## src/rtl/fpu_round_pkg.sv

```systemverilog
// Shared types and constants for the FP rounding-adder sharing logic.
package fpu_round_pkg;
  localparam int ROUND_WIDTH = 52;
  localparam int ROUND_TAGW  = 2;

  typedef struct packed {
    logic [ROUND_WIDTH-1:0] x;
    logic [ROUND_WIDTH-1:0] y;
    logic [ROUND_TAGW-1:0]  tag;
  } round_req_t;

  typedef struct packed {
    logic [ROUND_WIDTH-1:0] sum;
    logic                   co;
    logic [ROUND_TAGW-1:0]  tag;
  } round_rsp_t;

  function automatic int id_width(input int n);
    return (n > 2) ? $clog2(n) : 1;
  endfunction
endpackage

```

## src/rtl/rr_arbiter.sv

```systemverilog
// Round-robin grant over NREQ requests; combinational grant, pointer advances past the winner.
// Latency 0; when en is low no grant is issued and the pointer holds.
module rr_arbiter #(
  parameter int NREQ = 2,
  parameter int IDW  = 1
) (
  input  logic            clk,
  input  logic            reset_n,
  input  logic            en,
  input  logic [NREQ-1:0] req,
  output logic [NREQ-1:0] gnt,
  output logic [IDW-1:0]  gnt_id,
  output logic            gnt_any
);
  logic [IDW-1:0] ptr;
  logic [IDW-1:0] idx;

  // Search starts at ptr and wraps; the first hit wins.
  always_comb begin
    gnt     = '0;
    gnt_id  = '0;
    gnt_any = 1'b0;
    idx     = '0;
    for (int k = 0; k < NREQ; k++) begin
      idx = IDW'((int'(ptr) + k) % NREQ);
      if (en && !gnt_any && req[idx]) begin
        gnt[idx] = 1'b1;
        gnt_id   = idx;
        gnt_any  = 1'b1;
      end
    end
  end

  always_ff @(posedge clk or negedge reset_n) begin
    if (!reset_n) begin
      ptr <= '0;
    end else if (gnt_any) begin
      ptr <= (gnt_id == IDW'(NREQ - 1)) ? '0 : gnt_id + 1'b1;
    end
  end
endmodule

```

## src/rtl/round_add_arbiter.sv

```systemverilog
// Shares one rounding adder among NREQ FP units: issue reg (S1) feeds the adder, result reg (S2) returns sum/co/tag; perf counters under ROUND_ARB_PERF_EN.
// Accept-to-rsp_valid is two edges; a stalled result holds S2, then S1, then drops req_ready for everyone.
module round_add_arbiter
  import fpu_round_pkg::*;
#(
  parameter int NREQ  = 2,
  parameter int WIDTH = ROUND_WIDTH,
  parameter int TAGW  = ROUND_TAGW
) (
  input  logic                  clk,
  input  logic                  reset_n,
  input  logic [NREQ-1:0]       req_valid,
  output logic [NREQ-1:0]       req_ready,
  input  logic [NREQ*WIDTH-1:0] req_x,
  input  logic [NREQ*WIDTH-1:0] req_y,
  input  logic [NREQ*TAGW-1:0]  req_tag,
  output logic [WIDTH-1:0]      add_x,
  output logic [WIDTH-1:0]      add_y,
  input  logic [WIDTH-1:0]      add_s,
  input  logic                  add_co,
  output logic [NREQ-1:0]       rsp_valid,
  input  logic [NREQ-1:0]       rsp_ready,
  output logic [WIDTH-1:0]      rsp_sum,
  output logic                  rsp_co,
  output logic [TAGW-1:0]       rsp_tag
`ifdef ROUND_ARB_PERF_EN
  ,
  output logic [NREQ*32-1:0]    perf_grant_cnt,
  output logic [31:0]           perf_stall_cnt
`endif
);
  localparam int IDW = id_width(NREQ);

  typedef struct packed {
    logic [WIDTH-1:0] x;
    logic [WIDTH-1:0] y;
    logic [TAGW-1:0]  tag;
    logic [IDW-1:0]   id;
  } issue_t;

  typedef struct packed {
    logic [WIDTH-1:0] sum;
    logic             co;
    logic [TAGW-1:0]  tag;
    logic [IDW-1:0]   id;
  } result_t;

  issue_t         s1_q;
  issue_t         s1_d;
  result_t        s2_q;
  logic           s1_v;
  logic           s2_v;
  logic           s2_drain;
  logic           s2_free;
  logic           s1_adv;
  logic           s1_open;
  logic [NREQ-1:0] gnt;
  logic [IDW-1:0] gnt_id;
  logic           gnt_any;

  assign s2_drain = s2_v & rsp_ready[s2_q.id];
  assign s2_free  = ~s2_v | s2_drain;
  assign s1_adv   = s1_v & s2_free;
  assign s1_open  = ~s1_v | s1_adv;

  rr_arbiter #(.NREQ(NREQ), .IDW(IDW)) u_arb (
    .clk     (clk),
    .reset_n (reset_n),
    .en      (s1_open),
    .req     (req_valid),
    .gnt     (gnt),
    .gnt_id  (gnt_id),
    .gnt_any (gnt_any)
  );

  // Keep the handshake quiet while reset is held, even though S1 reads as empty.
  assign req_ready = gnt & {NREQ{reset_n}};

  always_comb begin
    s1_d = '0;
    for (int i = 0; i < NREQ; i++) begin
      if (gnt[i]) begin
        s1_d.x   = req_x[i*WIDTH +: WIDTH];
        s1_d.y   = req_y[i*WIDTH +: WIDTH];
        s1_d.tag = req_tag[i*TAGW +: TAGW];
        s1_d.id  = IDW'(i);
      end
    end
  end

  always_ff @(posedge clk or negedge reset_n) begin
    if (!reset_n) begin
      s1_v <= 1'b0;
      s1_q <= '0;
      s2_v <= 1'b0;
      s2_q <= '0;
    end else begin
      if (gnt_any) begin
        s1_v <= 1'b1;
        s1_q <= s1_d;
      end else if (s1_adv) begin
        s1_v <= 1'b0;
      end
      if (s1_adv) begin
        s2_v       <= 1'b1;
        s2_q.sum   <= add_s;
        s2_q.co    <= add_co;
        s2_q.tag   <= s1_q.tag;
        s2_q.id    <= s1_q.id;
      end else if (s2_drain) begin
        s2_v <= 1'b0;
      end
    end
  end

  assign add_x   = s1_q.x;
  assign add_y   = s1_q.y;
  assign rsp_sum = s2_q.sum;
  assign rsp_co  = s2_q.co;
  assign rsp_tag = s2_q.tag;

  always_comb begin
    rsp_valid = '0;
    for (int i = 0; i < NREQ; i++) begin
      rsp_valid[i] = s2_v && (s2_q.id == IDW'(i));
    end
  end

`ifdef ROUND_ARB_PERF_EN
  always_ff @(posedge clk or negedge reset_n) begin
    if (!reset_n) begin
      perf_grant_cnt <= '0;
      perf_stall_cnt <= '0;
    end else begin
      for (int i = 0; i < NREQ; i++) begin
        if (req_valid[i] && req_ready[i]) begin
          perf_grant_cnt[i*32 +: 32] <= perf_grant_cnt[i*32 +: 32] + 32'd1;
        end
      end
      if ((|req_valid) && !(|req_ready)) begin
        perf_stall_cnt <= perf_stall_cnt + 32'd1;
      end
    end
  end
`endif
endmodule
```

## config.mk

```make
export PLATFORM = sky130hd
export DESIGN_NAME = round_add_arbiter
export DESIGN_NICKNAME = d
export VERILOG_FILES = /design/src/rtl/fpu_round_pkg.sv /design/src/rtl/rr_arbiter.sv /design/src/rtl/round_add_arbiter.sv
export SDC_FILE = /design/constraint.sdc
export NUM_CORES = 1
export LEC_CHECK = 0
export ABC_CLOCK_PERIOD_IN_PS = 3000
export CAP_MARGIN = 20
export CORE_AREA = 4 4 166 168
export CTS_CLUSTER_SIZE = 40
export DETAILED_ROUTE_END_ITERATION = 8
export DIE_AREA = 0 0 170 172
export GPL_TIMING_DRIVEN = 0
export PLACE_DENSITY_LB_ADDON = 0.08
export RECOVER_POWER = 25
export SETUP_SLACK_MARGIN = 0.1
export SLEW_MARGIN = 10
export SYNTH_ARGS = -nofsm -noshare
export SYNTH_HDL_FRONTEND = slang
export SYNTH_SLANG_ARGS = --single-unit
```

## constraint.sdc

```tcl
create_clock -name clk -period 3 [get_ports clk]
set_clock_uncertainty 0.15 [all_clocks]
set_input_delay 0.6 -clock clk [delete_from_list [all_inputs] [get_ports clk]]
set_output_delay 0.6 -clock clk [all_outputs]
set_load 0.01 [all_outputs]
```

==> results.txt <==
Die Width - 170 µm
Startpoint Class - input port
Cell types with the largest area share after synthesis - sky130_fd_sc_hd__dfrtp_1, sky130_fd_sc_hd__mux2_2, sky130_fd_sc_hd__buf_4, sky130_fd_sc_hd__a32o_1, sky130_fd_sc_hd__mux2_1
Combined global-route utilization of all metal layers - 18.7%
Syn Nets - 937
Max-slew violation total from the final report - 75
Setup repair after global routing missed its margin - false
Placer congestion estimate - 0.791
Power density over the cells - 878 nW/µm²
Async set-or-reset flop fraction in the synthesized netlist - 100%
Relative slew margins - -29.4%
Final design instance area without fill - 14100 µm²
Type of the worst setup path - input port to primary output
Clock tree sinks - 166
Clock-pin slew reported for the worst setup and hold paths after clock tree synthesis - 70 ps
Number of distinct library cells after synthesis - 27
Sum of routed wire length over all layers - 28.6 mm
Final number of hold-violating endpoints - 0
Fraction of the yosys area taken by sequential cells - 48.0%
Vias in the first global route - 7215
ANT nets after route - 0
Final #Nets - 1390
Critical path's top delay family - buffers and inverters
Initial Utilization - 33.4%
Die Area - 29200 µm²
Proportion of layout cells with a drive suffix above 1 - 30.5%
Result of the run - finished, violations left
Vertical die dimension - 172 µm
Delay of the slowest critical-path stage - 510 ps
Synth Cell Area - 8650 µm²
Routed via count divided by cell count - 4.67
Synthesis-to-layout area growth - 62.6%
Cell types with the highest counts after synthesis - sky130_fd_sc_hd__dfrtp_1, sky130_fd_sc_hd__buf_4, sky130_fd_sc_hd__mux2_2, sky130_fd_sc_hd__a32o_1, sky130_fd_sc_hd__mux2_1
Number of flip-flops and latches in the synthesized netlist - 166
Ordered list of cells on the worst path - clkdlybuf4s50_1, buf_8, buf_6, buf_4, and4_1, clkdlybuf4s15_2
Final count of negative-setup-slack endpoints - 0
Clk pwr share - 18.3%
Design internal power - 8.62 mW
Max-Cap Viols - 1
Antenna violations before repair - 1
Switching Power - 3.73 mW
Highest fanout seen on the critical path - 10
Post-route fraction of the period consumed by the critical path - 94.1%
Proportion of power drawn by combinational gates - 52.0%
Leakage power - 5.95 nW
DRT Pass-1 Iters - 4
CP arrival - 2070 ps
Cells after Synth - 666
Routed WL per cell - 19.5 µm
DRC viols - 0
Proportion of netlist area held by the largest area contributor - 48.0%
CTS Root Buffer Type - sky130_fd_sc_hd__clkbuf_16
Num CTS Buffers - 17
Vias post-DR - 6860
Post-DP Area - 13400 µm²
Largest area contributor in the netlist - sky130_fd_sc_hd__dfrtp_1
I/O Buffers - 433
CTS tree - yes
H-tree Lvls - 4
Required @ worst endpoint - 2250 ps
Worst Max-Slew Pin Slew - 1940 ps
Number of standard-cell rows in the floorplan - 59
Global-route wire length before repair - 41.7 mm
Type of the most critical hold path - input port to async pin
Clock insertion delay at the later pin of the skew report - 420 ps
Worst voltage drop across the vdd grid - 395 µV
Primary FF master, synth - sky130_fd_sc_hd__dfrtp_1
Highest attainable clock frequency - 354 MHz
Number of flops mapped to enable cells by yosys - 0
Initial drt markers - 243
Largest net degree at the start of global routing - 95
Critical-path top delay cell - sky130_fd_sc_hd__clkdlybuf4s50_1
Failing checks - max-capacitance violations, max-slew violations
Buffers and inverters on the worst path - 5
Yosys warning total - 0
Utilization after layout - 54.3%
Clock period minus final worst setup slack - 2820 ps
Total grt overflow - 0
Number of I/O pins - 434
Switching portion of total power - 30.2%
Avg Cell Area, Syn - 13.0 µm²
Maximum count of clock buffers along a single path - 2
Endpoint type of the worst setup path - primary output
Register share of total power - 29.7%
Placed wire-length estimate - 22.3 mm
Most common cell in the synthesized netlist - sky130_fd_sc_hd__dfrtp_1
Core Area - 25900 µm²
[power groups by stage]
stage | sequential, mW | clock [mW] | combinational [mW]
3_3_place_gp | 3.69 | 0 | 6.48
4_1_cts | 3.68 | 2.34 | 6.55
3_5_place_dp | 3.72 | 0 | 6.51
6_report | 3.67 | 2.26 | 6.42
2_1_floorplan | 3.60 | 0 | 3.57
5_1_grt | 3.80 | 2.44 | 6.88
[timing repair]
| item | CTS | global route |
|---|---|---|
| buffers inserted | 1 | 0 |
| cloned | 0 | 0 |
| endpoints found under the setup margin | 2 | 2 |
| gates resized for setup | 15 | 5 |
| hold endpoints to repair | 74 | 0 |
| hold buffers | 1 | 0 |
[cell usage in the layout (no fill, tap or decap), types with 2 or more instances in the layout]
master,netlist,layout
sky130_fd_sc_hd__a32o_1,106,106
sky130_fd_sc_hd__buf_2,13,7
sky130_fd_sc_hd__buf_4,163,166
sky130_fd_sc_hd__buf_6,5,8
sky130_fd_sc_hd__bufinv_16,0,2
sky130_fd_sc_hd__clkbuf_1,30,30
sky130_fd_sc_hd__clkbuf_16,0,17
sky130_fd_sc_hd__clkbuf_2,0,2
sky130_fd_sc_hd__clkdlybuf4s50_1,0,430
sky130_fd_sc_hd__dfrtp_1,166,166
sky130_fd_sc_hd__inv_1,3,3
sky130_fd_sc_hd__inv_6,0,6
sky130_fd_sc_hd__inv_8,0,2
sky130_fd_sc_hd__mux2_1,37,37
sky130_fd_sc_hd__mux2_2,125,125
[cell families (layout without fill, tap and decap cells)]
logic type / count (synthesis) / after routing / synth area share [%]
flops: 166 / 166 / 48.0
buf+inv: 215 / 681 / 17.0
mux: 163 / 163 / 21.3
compound gates: 114 / 114 / 13.1
simple gates: 8 / 8 / 0.535
other cells: 0 / 1 / 0
[metal layers]
layer,track usage [%],up-vias,share of wire [%]
li1,-,3234,-
met1,21.2,3314,38
met2,32.6,270,51
met3,6.26,42,8.6
met4,7.19,0,2.7
met5,0,-,0
[sequential cells by signal, indices dropped and copies added (netlist names), named ones only]
signal / count
add_y: 52
rsp_sum: 52
s1_v: 1
rsp_tag: 2
s1_q: 3
rsp_co: 1
add_x: 52
s2_v: 1
s2_q: 1
[worst paths after layout]
path	slack, ps	to	cells past startpoint	start
worst max register to register	890	add_y[25]	6	flip-flop
worst min-delay path	160	add_x[37]	2	reset_n
min in group clk	340	add_y[14]	1	add_y[14]
max in group asynchronous	720	add_y[16]	2	reset_n
worst max-delay path	180	req_ready[1]	6	req_valid[1]
worst min register to register	340	add_y[14]	1	add_y[14]
[through the flow]
| stage | cells | power [mW] | hold WS, ps | TNS, ps | setup WS (ps) |
|---|---|---|---|---|---|
| global placement | 1434 | 10.2 | 319 | -1097050 | -6370 |
| global route | 1468 | 13.1 | 211 | 0 | 105 |
| floorplan | 666 | 7.16 | 154 | 0 | 631 |
| detailed placement | 1435 | 10.2 | 326 | -32390 | -944 |
| CTS | 1467 | 12.6 | 4.99 | 0 | 108 |
| finish | 1468 | 12.4 | 159 | 0 | 177 |
[cell type report]
type                    instances  area [µm²]
diodes                          1        2.50
clock buffers                  19         443
inverters                       3        11.3
flip-flops and latches        166        4150
well taps                     335         419
repair buffers                436        4360
clock inverters                13         156
multi-input cells             285        3030
fillers                      2251       11800
plain buffers                 210        1490
No activity file was read; power rests on OpenSTA's default activity.
